### src/rtl/smpl_iter_gen.sv
// rtl/smpl_iter_gen.sv - walks a snapped bounding box in raster order, one sample per cycle
module smpl_iter_gen #(
  parameter int SIGFIG = 24,
  parameter int RADIX  = 10,
  parameter int VERTS  = 3,
  parameter int AXIS   = 3,
  parameter int COLORS = 3
) (
  input  logic                                      clk,
  input  logic                                      rst,
  input  logic [VERTS-1:0][AXIS-1:0][SIGFIG-1:0]    tri_R13S,
  input  logic [COLORS-1:0][SIGFIG-1:0]             color_R13U,
  input  logic [1:0][1:0][SIGFIG-1:0]               box_R13S,
  input  logic                                      validTri_R13H,
  output logic                                      halt_R13L,
  input  logic [3:0]                                subSample_RnnnnU,
  input  logic                                      ds_stall_R14H,
  output logic [VERTS-1:0][AXIS-1:0][SIGFIG-1:0]    tri_R14S,
  output logic [COLORS-1:0][SIGFIG-1:0]             color_R14U,
  output logic [1:0][SIGFIG-1:0]                    sample_R14S,
  output logic                                      validSamp_R14H,
  output logic [31:0]                               smpl_cnt_R14U,
  output logic                                      cnt_valid_R14H
);

  localparam int W = SIGFIG + 1;
  localparam logic [0:0] ST_IDLE = 1'b0;
  localparam logic [0:0] ST_WALK = 1'b1;

  logic [0:0]              state;
  logic signed [W-1:0]     ll_x, ur_x, ur_y, step_q;
  logic signed [W-1:0]     cur_x, cur_y;
  logic [31:0]             cnt;
  // An empty box accepted on the same edge another triangle finishes owes a zero-count pulse next cycle
  logic                    pend_zero;

  logic [1:0]              ss_lg2;
  logic signed [W-1:0]     step_in;
  logic signed [W-1:0]     in_ll_x, in_ll_y, in_ur_x, in_ur_y;
  logic signed [W-1:0]     nx, ny;
  logic                    adv_x, adv_y, last, finish, accept, empty_in;

  always_comb begin
    ss_lg2 = 2'd0;
    if (subSample_RnnnnU[0])      ss_lg2 = 2'd3;
    else if (subSample_RnnnnU[1]) ss_lg2 = 2'd2;
    else if (subSample_RnnnnU[2]) ss_lg2 = 2'd1;
    step_in = W'(1) << (RADIX - 32'(ss_lg2));
  end

  // Widen by one bit so x+step never wraps before the compare
  assign in_ll_x  = {box_R13S[0][0][SIGFIG-1], box_R13S[0][0]};
  assign in_ll_y  = {box_R13S[0][1][SIGFIG-1], box_R13S[0][1]};
  assign in_ur_x  = {box_R13S[1][0][SIGFIG-1], box_R13S[1][0]};
  assign in_ur_y  = {box_R13S[1][1][SIGFIG-1], box_R13S[1][1]};
  assign empty_in = (in_ll_x > in_ur_x) || (in_ll_y > in_ur_y);

  assign nx     = cur_x + step_q;
  assign ny     = cur_y + step_q;
  assign adv_x  = (nx <= ur_x);
  assign adv_y  = (ny <= ur_y);
  assign last   = !adv_x && !adv_y;
  assign finish = (state == ST_WALK) && last && !ds_stall_R14H;

  assign halt_R13L = (state == ST_IDLE) || (last && !ds_stall_R14H);
  assign accept    = validTri_R13H && halt_R13L;

  assign sample_R14S[0] = cur_x[SIGFIG-1:0];
  assign sample_R14S[1] = cur_y[SIGFIG-1:0];

  always_ff @(posedge clk) begin
    if (!rst) begin
      state          <= ST_IDLE;
      ll_x           <= '0;
      ur_x           <= '0;
      ur_y           <= '0;
      step_q         <= '0;
      cur_x          <= '0;
      cur_y          <= '0;
      cnt            <= '0;
      pend_zero      <= 1'b0;
      tri_R14S       <= '0;
      color_R14U     <= '0;
      validSamp_R14H <= 1'b0;
      smpl_cnt_R14U  <= '0;
      cnt_valid_R14H <= 1'b0;
    end else begin
      cnt_valid_R14H <= 1'b0;
      if (pend_zero) begin
        cnt_valid_R14H <= 1'b1;
        smpl_cnt_R14U  <= '0;
        pend_zero      <= 1'b0;
      end
      if (finish) begin
        cnt_valid_R14H <= 1'b1;
        smpl_cnt_R14U  <= cnt;
      end

      if (accept) begin
        tri_R14S   <= tri_R13S;
        color_R14U <= color_R13U;
        ll_x       <= in_ll_x;
        ur_x       <= in_ur_x;
        ur_y       <= in_ur_y;
        step_q     <= step_in;
        if (empty_in) begin
          state          <= ST_IDLE;
          validSamp_R14H <= 1'b0;
          if (finish || pend_zero) begin
            pend_zero <= 1'b1;
          end else begin
            cnt_valid_R14H <= 1'b1;
            smpl_cnt_R14U  <= '0;
          end
        end else begin
          state          <= ST_WALK;
          validSamp_R14H <= 1'b1;
          cur_x          <= in_ll_x;
          cur_y          <= in_ll_y;
          cnt            <= 32'd1;
        end
      end else if (finish) begin
        state          <= ST_IDLE;
        validSamp_R14H <= 1'b0;
      end else if (state == ST_WALK && !ds_stall_R14H) begin
        if (adv_x) begin
          cur_x <= nx;
        end else begin
          cur_x <= ll_x;
          cur_y <= ny;
        end
        if (cnt != 32'hFFFF_FFFF) cnt <= cnt + 32'd1;
      end
    end
  end

endmodule

### config.mk
export PLATFORM = sky130hd
export DESIGN_NAME = smpl_iter_gen
export DESIGN_NICKNAME = d
export VERILOG_FILES = /design/src/rtl/smpl_iter_gen.sv
export SDC_FILE = /design/constraint.sdc
export NUM_CORES = 1
export LEC_CHECK = 0
export CORE_AREA = 2 2 298 300
export DETAILED_ROUTE_END_ITERATION = 10
export DIE_AREA = 0 0 300 302
export GPL_TIMING_DRIVEN = 0
export PLACE_DENSITY = 0.62
export SLEW_MARGIN = 0
export SYNTH_ARGS = -nofsm -noshare
export SYNTH_HDL_FRONTEND = slang
export SYNTH_SLANG_ARGS = --single-unit
### constraint.sdc
create_clock -name clk -period 6.2 [get_ports clk]
set_input_delay 1.24 -clock clk [delete_from_list [all_inputs] [get_ports clk]]
set_output_delay 1.24 -clock clk [all_outputs]
set_load 0.02 [all_outputs]
# Yosys cells after proc, flatten, opt, wreduce, memory -nomap -nowiden
# Cells that the tools add are included.
[word_totals]
ff_bits = 502
latch_bits = 0
ram_bits = 0
rom_bits = 0
inputBits = 392
word_cells = 88
mem_count = 0
[classes]
n_addsub = 4
multipliers = 0
div_mod_pow = 0
order_cmp = 4
n_eq_ne = 4
shift = 1
muxes = 32
bitwise = 1
reduce_logical = 19
[ops]
columns = ["operator", "count"]
rows = [
  ["$mux 32", 10],
  ["$mux 25", 10],
  ["$add 25x25->25", 2],
  ["$le 25x24->1", 2],
  ["$gt 24x24->1", 2],
  ["$add 32x1->32 const B", 1],
  ["$ne 32x32->1 const B", 1],
  ["$shl 1x32->25 const A", 1],
  ["$mux 1", 10],
  ["$reduce_and 4->1", 2],
  ["$logic_and 1x1->1", 6],
  ["$reduce_and 3->1", 2],
  ["$reduce_bool 2->1", 3],
  ["$sub 4x2->5 const A", 1],
  ["$mux 2", 2],
  ["$ne 2x1->1 const B", 2],
  ["$logic_not 1->1", 3],
  ["$logic_or 1x1->1", 3],
  ["$ne 2x2->1 const B", 1],
  ["$not 1->1", 1],
]

# Depth between registers and ports, before layout
# Gate-level depths: netlist of run 1.
[logic_depth]
depth_word = 10
depth_mapped = 24
depth_no_buf = 21

# Least setup slack after synthesis of run 1
# No wires, ideal clock.
[synth_timing]
path_kind = "reg-to-output"
from = "register step_q[4]"
to = "output halt_R13L"
t_arrival_ns = 4.280
setup_slack_ns = 0.680
path_stages_with_launch = 21
n_path_buf = 0
path_cell_list = "dfxtp_1 > ha_1 > inv_1 > fa_1 > nor2b_1 > o31a_1 > o211ai_1 > a21oi_1 > o31ai_2 > nor2_1 > nand2_1 > xnor2_1 > ha_1 > nand4_1 > nor4_4 > nor3_1 > o31ai_4 > a31oi_4 > nor3_1 > inv_1 > o21ai_0"
[synth_between]
elab_chain_len = 6
elab_cells_between_ends = 9
classes_between = "2 x add/sub; 2 x order compare; 5 x reduce/logical"
[synth_lines]
columns = ["element", "line", "text"]
rows = [
  ["from (decl)", "31", "logic signed [W-1:0] ll_x, ur_x, ur_y, step_q;"],
  ["from (signal assigned)", "105", "step_q <= step_in;"],
  ["$add 25x25->25, on equally long branches", "58, 59", ""],
  ["$le 25x24->1, on equally long branches", "60, 61", ""],
  ["$logic_not 1->1", "62", "assign last = !adv_x && !adv_y;"],
  ["$logic_and 1x1->1 (*)", "62", ""],
  ["$logic_and 1x1->1 (*)", "65", "assign halt_R13L = (state == ST_IDLE) || (last && !ds_stall_R14H);"],
  ["$logic_or 1x1->1 (*)", "65", ""],
  ["to (decl)", "15", "output logic halt_R13L,"],
]
# Mark *: on every way between the ends. The rest lies on a longest branch, timed or not.

# Worst setup path after layout of run 1
[layout_timing]
from = "register cur_y[2]"
to = "output halt_R13L"
[layout_between]
elab_chain_len = 6
[layout_lines]
columns = ["element", "line", "text"]
rows = [
  ["from (decl)", "32", "logic signed [W-1:0] cur_x, cur_y;"],
  ["from (signal assigned)", "119", "cur_y <= in_ll_y;"],
  ["from (signal assigned)", "130", "cur_y <= ny;"],
  ["$add 25x25->25", "59", "assign ny = cur_y + step_q;"],
  ["$le 25x24->1", "61", "assign adv_y = (ny <= ur_y);"],
  ["$logic_not 1->1", "62", ""],
  ["$logic_and 1x1->1", "62", ""],
  ["$logic_and 1x1->1", "65", ""],
  ["$logic_or 1x1->1", "65", ""],
]
# Every way passes these cells.

==> results of run 1 <==
==> critical path, cell delays in order (launching register included) <==
cell and delay [ns]:
dfxtp_1 0.43, ha_4 0.26, and3_1 0.18, a221o_1 0.37, o21ai_2 0.20, a31oi_2 0.16
o221ai_2 0.33, a211oi_4 0.13, buf_4 0.17, xor2_1 0.14, ha_1 0.30, nand4_1 0.12
buf_4 0.17, nor4_4 0.30, nor3_2 0.09, o31ai_4 0.26, a31oi_4 0.08, nor3_4 0.23
inv_1 0.07, o21ai_2 0.17, buf_6 0.15
==> stage by stage <==
step / setup TNS, ns / util, % / std cells / total power [mW]
global placement: -0.502 / 36.6 / 4835 / 5.96
global route: -0.328 / 39.3 / 4964 / 10.1
finish: -0.00802 / 39.3 / 4964 / 9.66
detailed placement: -0.582 / 36.6 / 4835 / 5.98
CTS: 0 / 39.1 / 4954 / 9.72
floorplan: 0 / - / 2909 / 4.82
==> final timing paths <==
check	slack, ns	start	endpoint	cells after the start
worst max register to register	0.41	step_q[7]	cur_y[7]	19
worst min-delay path	0.45	tri_R14S[148]	tri_R14S[148]	2
worst min register to register	0.45	tri_R14S[148]	tri_R14S[148]	2
worst max-delay path	-0.008	cur_y[2]	halt_R13L	20
==> timing repair <==
| item | 4_1_cts | 5_1_grt |
|---|---|---|
| resized for setup | 30 | 23 |
| hold buffers | 0 | 0 |
| buffers inserted | 8 | 7 |
| pin swaps | 13 | 18 |
| setup endpoints to repair | 1 | 1 |
==> layout by cell type (no fill, tap or decap), types with 16 or more instances in the layout <==
master           count
nand2_1            873
clkdlybuf4s50_1    760
dfxtp_1            484
a21oi_1            473
ha_1               127
inv_1              119
clkbuf_1            98
buf_4               81
nor2_1              74
buf_2               64
clkbuf_16           59
o21ai_0             39
nand3_1             38
a22o_1              32
xnor2_1             30
nand4_1             30
and3_1              24
o31ai_1             23
o211ai_1            18
a211oi_1            18
nor3_1              18
or4_1               16
==> power groups by stage <==
stage          combinational, mW  sequential [mW]  clock, mW
5_1_grt                     2.65             3.55       3.88
3_3_place_gp                2.38             3.58          0
6_report                    2.45             3.53       3.69
2_1_floorplan               1.07             3.75          0
3_5_place_dp                2.39             3.59          0
4_1_cts                     2.43             3.52       3.77
==> per-layer routing <==
layer  global-route usage [%]  vias to the layer above  wire length, µm
met5                        0                        -              109
met4                     5.62                       18             2660
met3                     5.46                      147             7640
met2                     37.3                      788            50000
met1                     26.8                    11200            42100
li1                         -                    11600                -
==> flip-flops by register name (all words and copies together) (netlist names) <==
signal / flops
cnt: 32
color_R14U: 72
cur_x: 25
step_q: 13
cnt_valid_R14H: 1
pend_zero: 1
cur_y: 25
ur_y: 24
ll_x: 24
tri_R14S: 216
ur_x: 24
state: 1
smpl_cnt_R14U: 32
==> cells in the mapped netlist, types with 13 or more instances <==
cell	n
nand2_1	874
dfxtp_1	490
a21oi_1	476
ha_1	131
inv_1	120
clkbuf_1	85
nor2_1	75
buf_4	66
buf_2	64
o21ai_0	42
nand3_1	38
a22o_1	32
xnor2_1	31
nand4_1	30
and3_1	24
o31ai_1	23
a211oi_1	20
nor3_1	20
o211ai_1	18
or4_1	16
a311oi_1	15
mux2i_1	15
nor2b_1	15
a31oi_1	14
nand2b_1	13
==> cell families (layout without fill, tap and decap cells) <==
kind of cell    after synthesis  in the layout  synth area share [%]
compound gates              736            736                  19.4
xor+xnor                     38             38                  1.45
fa+ha+maj                   133            133                  7.32
buf+inv                     350           1237                  7.41
flops                       490            490                  42.7
mux                          17             17                 0.752
other cells                   0              3                     0
simple gates               1145           1145                  20.9
==> final cells by class <==
class | count | share of cell area (%)
Multi-Input combinational cell | 2069 | 33.8
Sequential cell | 490 | 28.6
Timing Repair Buffer | 776 | 22.5
Clock buffer | 82 | 4.84
Tap cell | 1165 | 4.24
Buffer | 229 | 3.63
Inverter | 121 | 1.32
Clock inverter | 29 | 1.08
Antenna cell | 3 | 0.0218
==> out/metrics.yaml, run 1 <==
dpl_worst_slack_ns: -0.582
ys_ff_latch: 490
crit_required_ns: 4.96
status: "finished with violations"
cellPowerDensity_mw_per_mm2: 281
fin_crit_sh_pct: 100
die_w_um: 300
viasPerCell: 4.77
gr-total-overflow: 0
syn_nets: 3434
start_kind: "flop"
whs_ns: 0.449
yosysSeqAreaShare_pct: 42.7
syn_avg_cell_area_um2: 7.89
cts.clk_slew.worst_paths_ns: 0.06
async_flop_share_pct: 0
hp-class: "flop to flop"
cts.sinks: 490
grt_pass1_wl_mm: 148
synthFlopType: "dfxtp_1"
violations: "setup timing"
endpoint_kind: "primary output"
core_mm2: 0.0876
dpl.hpwl_mm: 81.5
ff_latch_area_mm2: 0.00982
worst_slack_ns: -0.00802
pwr-share-clk_pct: 38.1
fin_crit_ns: 6.21
htreeDepth: 2
totalWireLength_mm: 103
synth_edf_count: 0
ios: 763
drive_gt1_share_pct: 8.27
clock_path_buffers: 3
synthCells: 2909
switching_share_pct: 31.7
synth_top_cell_area_share_pct: 42.7
synth_largest_area_cell: "dfxtp_1"
cts_inserted_buffers: 59
grt_max_degree: 16
dieArea_mm2: 0.0906
antenna_found_initial: 12
vdd_drop_max_mv: 0.195
synth_top_cells_by_area: "dfxtp_1, nand2_1, a21oi_1"
synth_area_mm2: 0.0230
critPathArrivalTime_ns: 4.97
worst_pin_slew_ns: 1.07
critPathKind: "flop to primary output"
multi_input_area_mm2: 0.0116
comb_power_share_pct: 25.3
place.gp.congestion: 0.924
slew_headroom_pct: 28.4
max-cap-violations: 0
first_iter_violations: 1400
clock.fmax_ghz: 0.161
clk-insertion-delay-late_ns: 0.63
drtPass1Iterations: 7
p_leak_nw: 13.4
internal-power_mw: 6.59
nNetsFinal: 4271
die_y_um: 302
critical_path.max_fanout: 4
post_drt_wl_per_cell_um: 20.7
p_seq_share_pct: 36.5
dpl_cell_area_mm2: 0.0320
cts_tree: "done"
rows: 109
port_buffers: 761
slew_viol_final: 0
hold_viol: 0
syn_to_final_growth_pct: 49.8
ant_nets: 0
initial_core_util_pct: 26.2
track_usage_pct: 21.6
clock_skew_ns: 0.0258
vias: 23700
cts-root-buf: "clkbuf_16"
drcViolationCount: 0
nFillCells: 9067
final_area_mm2: 0.0344
ys_types: 85
setup_viol: 1
grt_pass1_vias: 22800
synth_warnings: 0
rsz0062_at_grt: "yes"
switchingPower_mw: 3.07
(Power assumes the default switching activity.)
==> inputs of run 2 (changes only) <==
--- a/config.mk
+++ b/config.mk
@@ -7,7 +7,8 @@
 export LEC_CHECK = 0
-export CORE_AREA = 2 2 298 300
+export CORE_AREA = 8 8 287 289
 export DETAILED_ROUTE_END_ITERATION = 10
-export DIE_AREA = 0 0 300 302
+export DIE_AREA = 0 0 295 297
+export GPL_ROUTABILITY_DRIVEN = 0
 export GPL_TIMING_DRIVEN = 0
-export PLACE_DENSITY = 0.62
+export PLACE_DENSITY = 0.67
 export SLEW_MARGIN = 0
--- a/constraint.sdc
+++ b/constraint.sdc
@@ -3,2 +3,2 @@
 set_output_delay 1.24 -clock clk [all_outputs]
-set_load 0.02 [all_outputs]
+set_load 0.1 [all_outputs]
==> run 2 against run 1 <==
  * The run now ends clean
  * Non-clock buffer count is the same
  * Combinational power grew 46%
  * Worst setup slack gained 0.12 ns
  * Clock power shrank 2%
  * Global-route usage grew 1.8 points
  * Count of clock-buffer cells in the layout shrank 7
  * Clock skew grew 0.010 ns
  * Sequential cell count is the same
  * Final cell count shrank 2.3%
  * Sequential power is essentially flat
  * Routed wire length grew 4.8%
  * Critical endpoint unchanged
==> out/metrics.yaml, run 2 (synthesis gave the netlist of run 1 again) <==
max-cap-violations: 0
reg2reg_depth: 18
cpPeakStageDelay_ns: 0.36
ant_nets: 0
clock.fmax_ghz: 0.164
fin_crit_ns: 6.09
cts-root-buf: "clkbuf_16"
cts.sinks: 490
initial_core_util_pct: 29.4
cp.depth: 20
rsz0062_at_grt: "yes"
ios: 763
critPathArrivalTime_ns: 4.85
drtPass1Iterations: 5
hold_viol: 0
setup_viol: 0
port_buffers: 761
rows: 103
slowest_stage: "ha_1"
switchingPower_mw: 4.23
totalWireLength_mm: 108
first_iter_violations: 1587
cp_top_family: "compound AO/OA/AOI/OAI gates"
vdd_drop_max_mv: 0.230
slew_headroom_pct: 17.6
cts_tree: "done"
drive_gt1_share_pct: 8.18
clock_skew_ns: 0.0359
grt_pass1_wl_mm: 156
hp-class: "flop to flop"
final_area_mm2: 0.0342
comb_power_share_pct: 33.3
clock_path_buffers: 3
clk-insertion-delay-late_ns: 0.65
regMostFlops: "tri_R14S"
core_mm2: 0.0780
nNetsFinal: 4269
drcViolationCount: 0
setup_tns_ns: 0
mostFrequentLayoutCell: "nand2_1"
slew_viol_final: 0
path_cells: "ha_1 -> and3_1 -> a221o_1 -> o21ai_2 -> a31oi_4 -> o221ai_4 -> a211oi_4 -> buf_12 -> xor2_1 -> ha_1 -> nand4_1 -> buf_4 -> nor3_1 -> a221oi_1 -> o21ai_1 -> a31oi_4 -> nor3_4 -> inv_1 -> o21ai_2 -> buf_12"
p_seq_share_pct: 32.9
post_drt_wl_per_cell_um: 22.2
critical_path.max_fanout: 5
status: "finished clean"
hold_depth: 2
p_leak_nw: 13.4
fin_util_pct: 43.9
grt_pass1_vias: 23100
vias: 23700
start_kind: "flop"
die_w_um: 295
cellPowerDensity_mw_per_mm2: 313
path_buf_inv: 4
top_regs: "tri_R14S (216), color_R14U (72)"
dpl_cell_area_mm2: 0.0319
antenna_found_initial: 19
cts.clk_slew.worst_paths_ns: 0.06
pwr-share-clk_pct: 33.8
largest_reg_flops: 216
switching_share_pct: 39.5
critPathKind: "flop to primary output"
power_mw: 10.7
crit_required_ns: 4.96
syn_to_final_growth_pct: 49.0
track_usage_pct: 23.5
whs_ns: 0.449
gr-total-overflow: 0
layout_common_cells: "nand2_1, clkdlybuf4s50_1, dfxtp_1"
ctsHoldBuffers: 0
cts_inserted_buffers: 57
dpl.hpwl_mm: 86.7
viasPerCell: 4.89
endpoint_kind: "primary output"
dieArea_mm2: 0.0876
grt_max_degree: 16
worst_pin_slew_ns: 1.23
htreeDepth: 2
internal-power_mw: 6.48
die_y_um: 297
fin_crit_sh_pct: 98.2
run 2: cell types whose count changed in the layout (fill, tap and decap cells not counted), sizes merged:
cell,delta
bufinv,-1
clkbuf,-7
clkinv,+3
clkinvlp,+3
diode,+4
inv,-2
run 2: area by class of cell:
cell class / instances / area [µm²]
antenna: 7 / 17.5
buffer: 229 / 1250
clock buffer: 75 / 1580
clock inverter: 32 / 410
fill: 7771 / 43800
inverter: 121 / 454
multi-input combinational: 2069 / 11600
sequential: 490 / 9820
tap: 1050 / 1310
timing repair buffer: 776 / 7750
run 2: power by group through the flow:
stage / registers, mW / clock network, mW / logic, mW
final: 3.53 / 3.62 / 3.57
after global routing: 3.55 / 3.81 / 3.77
after CTS: 3.52 / 3.68 / 3.56
after detailed placement: 3.59 / 0 / 3.52
after global placement: 3.58 / 0 / 3.51
after floorplan: 4.68 / 0 / 1.25
run 2: repair_timing:
action,in CTS,in global routing
pin swaps,14,22
gates resized for setup,33,21
setup endpoints to repair,1,1
buffers inserted,12,3
run 2: layer usage:
metal	track usage, %	vias up	routed length (µm)	share of wire (%)
met5	0	-	151	0.14
met4	6.08	22	2600	2.4
met3	6.80	158	8330	7.7
met2	41.8	807	54000	50
met1	27.2	11100	42400	39
li1	-	11600	-	-
run 2: worst register-to-register path: cells and delay by family (launching register included):
family,cells,cell delay [ns]
flip-flops,1,0.44
adder cells (fa/ha/maj),2,0.65
AND/OR/NAND/NOR,5,1.64
AO/OA/AOI/OAI,8,2.00
buffers and inverters,2,0.87
XOR/XNOR,1,0.18
run 2: final timing paths:
check	startpoint	to	slack (ns)
max reg2reg	step_q[7]	cur_y[7]	0.37
min	color_R14U[56]	color_R14U[56]	0.45
max	cur_y[4]	halt_R13L	0.11
min reg2reg	color_R14U[56]	color_R14U[56]	0.45
run 2: per-stage QoR:
stage	instances	worst slack [ns]
floorplan	2909	0.353
global placement	4720	-0.961
detailed placement	4720	-1.00
CTS	4839	0.0245
global route	4846	-0.171
finish	4849	0.111
==> inputs of run 3 (changes only) <==
- CORE_AREA: 8 8 287 289 -> 2 2 298 300
- DIE_AREA: 0 0 295 297 -> 0 0 300 302
- PLACE_DENSITY: 0.67 -> 0.62
==> run 3 against run 2 <==
  * The flow now finishes with violations (setup timing)
  * Final cell count is 2.5% higher
  * Via count is 0.15% lower
  * First-iteration DRC count is 3.4% higher
  * Count of clock-buffer cells in the layout is 15 higher
  * Die area is 3.4% higher
  * Clock power is 1% lower
  * Hold slack worse by 0.0011 ns
  * Global-route usage is 2.1 points lower
  * Combinational power hardly changed
  * Utilization is 4.5 points lower
  * Worst setup slack worse by 0.14 ns
  * Critical endpoint unchanged
  * Largest power group unchanged
==> out/metrics.yaml, run 3 (synthesis gave the netlist of run 1 again) <==
ant_nets: 0
vias: 23700
fin_util_pct: 39.3
dieArea_mm2: 0.0906
r2r-start: "cur_x[7]"
syn_to_final_growth_pct: 50.0
drive_gt1_share_pct: 8.58
track_usage_pct: 21.4
nFillCells: 9009
slew_viol_final: 0
rrSetupSlack_ns: 0.37
cts_inserted_buffers: 59
max-cap-violations: 0
antenna_found_initial: 12
regMostFlops: "tri_R14S"
ff_latch_area_mm2: 0.00982
endpoint: "halt_R13L"
critPathKind: "flop to primary output"
mostFrequentLayoutCell: "nand2_1"
port_buffers: 761
crit_required_ns: 4.96
final_area_mm2: 0.0344
dpl.cell_count: 4835
reg2reg_depth: 18
initial_core_util_pct: 26.2
nNetsFinal: 4277
setup_viol: 1
core_mm2: 0.0876
status: "finished with violations"
dpl.hpwl_mm: 81.2
whs_ns: 0.448
critical_path.max_fanout: 5
slew_headroom_pct: 16.5
setup_tns_ns: -0.0322
clk-insertion-delay-late_ns: 0.63
largest_reg_flops: 216
slowest_stage: "dfxtp_4"
drcViolationCount: 0
layout_common_cells: "nand2_1, clkdlybuf4s50_1, dfxtp_1"
htreeDepth: 2
grt_pass1_vias: 22700
rsz0062_at_grt: "yes"
hp-class: "flop to flop"
timing.rr.end: "cur_y[19]"
cellPowerDensity_mw_per_mm2: 310
startpoint: "step_q[4]"
path_cells: "ha_4 -> buf_4 -> a21o_1 -> a221o_1 -> o21ai_2 -> a31oi_4 -> o221ai_2 -> a211oi_4 -> buf_4 -> xor2_1 -> ha_1 -> nand4_1 -> buf_4 -> nor4_4 -> nor3_2 -> o31ai_4 -> a31oi_4 -> nor3_4 -> inv_2 -> o21ai_4 -> buf_12"
die_w_um: 300
final_cells: 4969
vdd_drop_max_mv: 0.249
cts_tree: "done"
viasPerCell: 4.76
cpPeakStageDelay_ns: 0.39
hp-start: "color_R14U[55]"
dpl_cell_area_mm2: 0.0320
fin_crit_sh_pct: 101
hold_viol: 0
cts-root-buf: "clkbuf_16"
fin_crit_ns: 6.23
cts.clk_slew.worst_paths_ns: 0.07
clock_skew_ns: 0.0260
worst_slack_ns: -0.0322
worst_pin_slew_ns: 1.25
hold_depth: 2
start_kind: "flop"
cts.sinks: 490
post_drt_wl_per_cell_um: 20.5
multi_input_area_mm2: 0.0117
endpoint_kind: "primary output"
ios: 763
rows: 109
critPathArrivalTime_ns: 4.99
die_y_um: 302
totalWireLength_mm: 102
clock_path_buffers: 3
gr-total-overflow: 0
violations: "setup timing"
path_common_cell: "buf_4"
grt_max_degree: 15
clock.fmax_ghz: 0.160
first_iter_violations: 1641
top_regs: "tri_R14S (216), color_R14U (72)"
drtPass1Iterations: 5
p_leak_nw: 13.4
grt_pass1_wl_mm: 147
run 3: cell types whose count changed in the layout (fill, tap and decap cells not counted), moves of 2 or more:
cell	before	now
clkbuf_8	6	17
buf_4	80	87
clkinv_4	7	1
bufinv_16	7	3
clkbuf_16	58	61
clkinvlp_4	4	1
ha_4	2	5
diode_2	7	5
ha_1	128	126
inv_1	119	117
inv_2	2	4
inv_6	0	2
inv_8	2	0
run 3: worst min path at each step:
| stage | end | slack (ns) |
|---|---|---|
| 2_1_floorplan | ur_x[10] | 0.43 |
| 3_3_place_gp | tri_R14S[84] | 0.44 |
| 3_5_place_dp | tri_R14S[135] | 0.44 |
| 4_1_cts | tri_R14S[48] | 0.45 |
| 5_1_grt | tri_R14S[82] | 0.46 |
| 6_report | color_R14U[55] | 0.45 |
run 3: critical path: cells and delay by family (launching register included):
family,cells,cell delay (ns)
AOI/OAI and AO/OA,9,1.87
adders and majority gates,2,0.48
xor gates and xnor gates,1,0.15
DFF,1,0.39
buffers and inverters,5,0.74
and+or+nand+nor,4,0.73
run 3: layout make-up:
type                       instances  area share, %
multi-input combinational       2069           33.9
sequential                       490           28.5
timing repair buffer             782           22.6
clock buffer                      90           5.24
tap                             1165           4.23
buffer                           229           3.62
inverter                         121           1.32
clock inverter                    18          0.520
antenna                            5         0.0363
run 3: repair_timing:
item | in CTS | in global routing
gates resized for setup | 48 | 16
buffers inserted | 14 | 7
endpoints found under the setup margin | 1 | 1
hold buffers | 0 | 0
pin swaps | 18 | 25
run 3: power by group:
part | leakage [nW] | total, mW | switching (mW) | internal [mW]
clock network | 0.987 | 3.58 | 1.46 | 2.12
registers | 4.02 | 3.53 | 0.149 | 3.38
logic | 8.43 | 3.56 | 2.55 | 1.01
run 3: through the flow:
stage | worst slack, ns | total power [mW]
final | -0.0322 | 10.7
after global routing | -0.264 | 11.1
after CTS | -0.00947 | 10.7
after detailed placement | -1.13 | 7.09
after global placement | -1.07 | 7.07
after floorplan | 0.353 | 5.93
run 3: routing by layer:
layer	vias up	routed length, µm	GRT usage, %
li1	11600	-	-
met1	11200	42100	26.6
met2	762	50100	37.3
met3	140	7100	4.84
met4	14	2370	5.49
met5	-	95	0
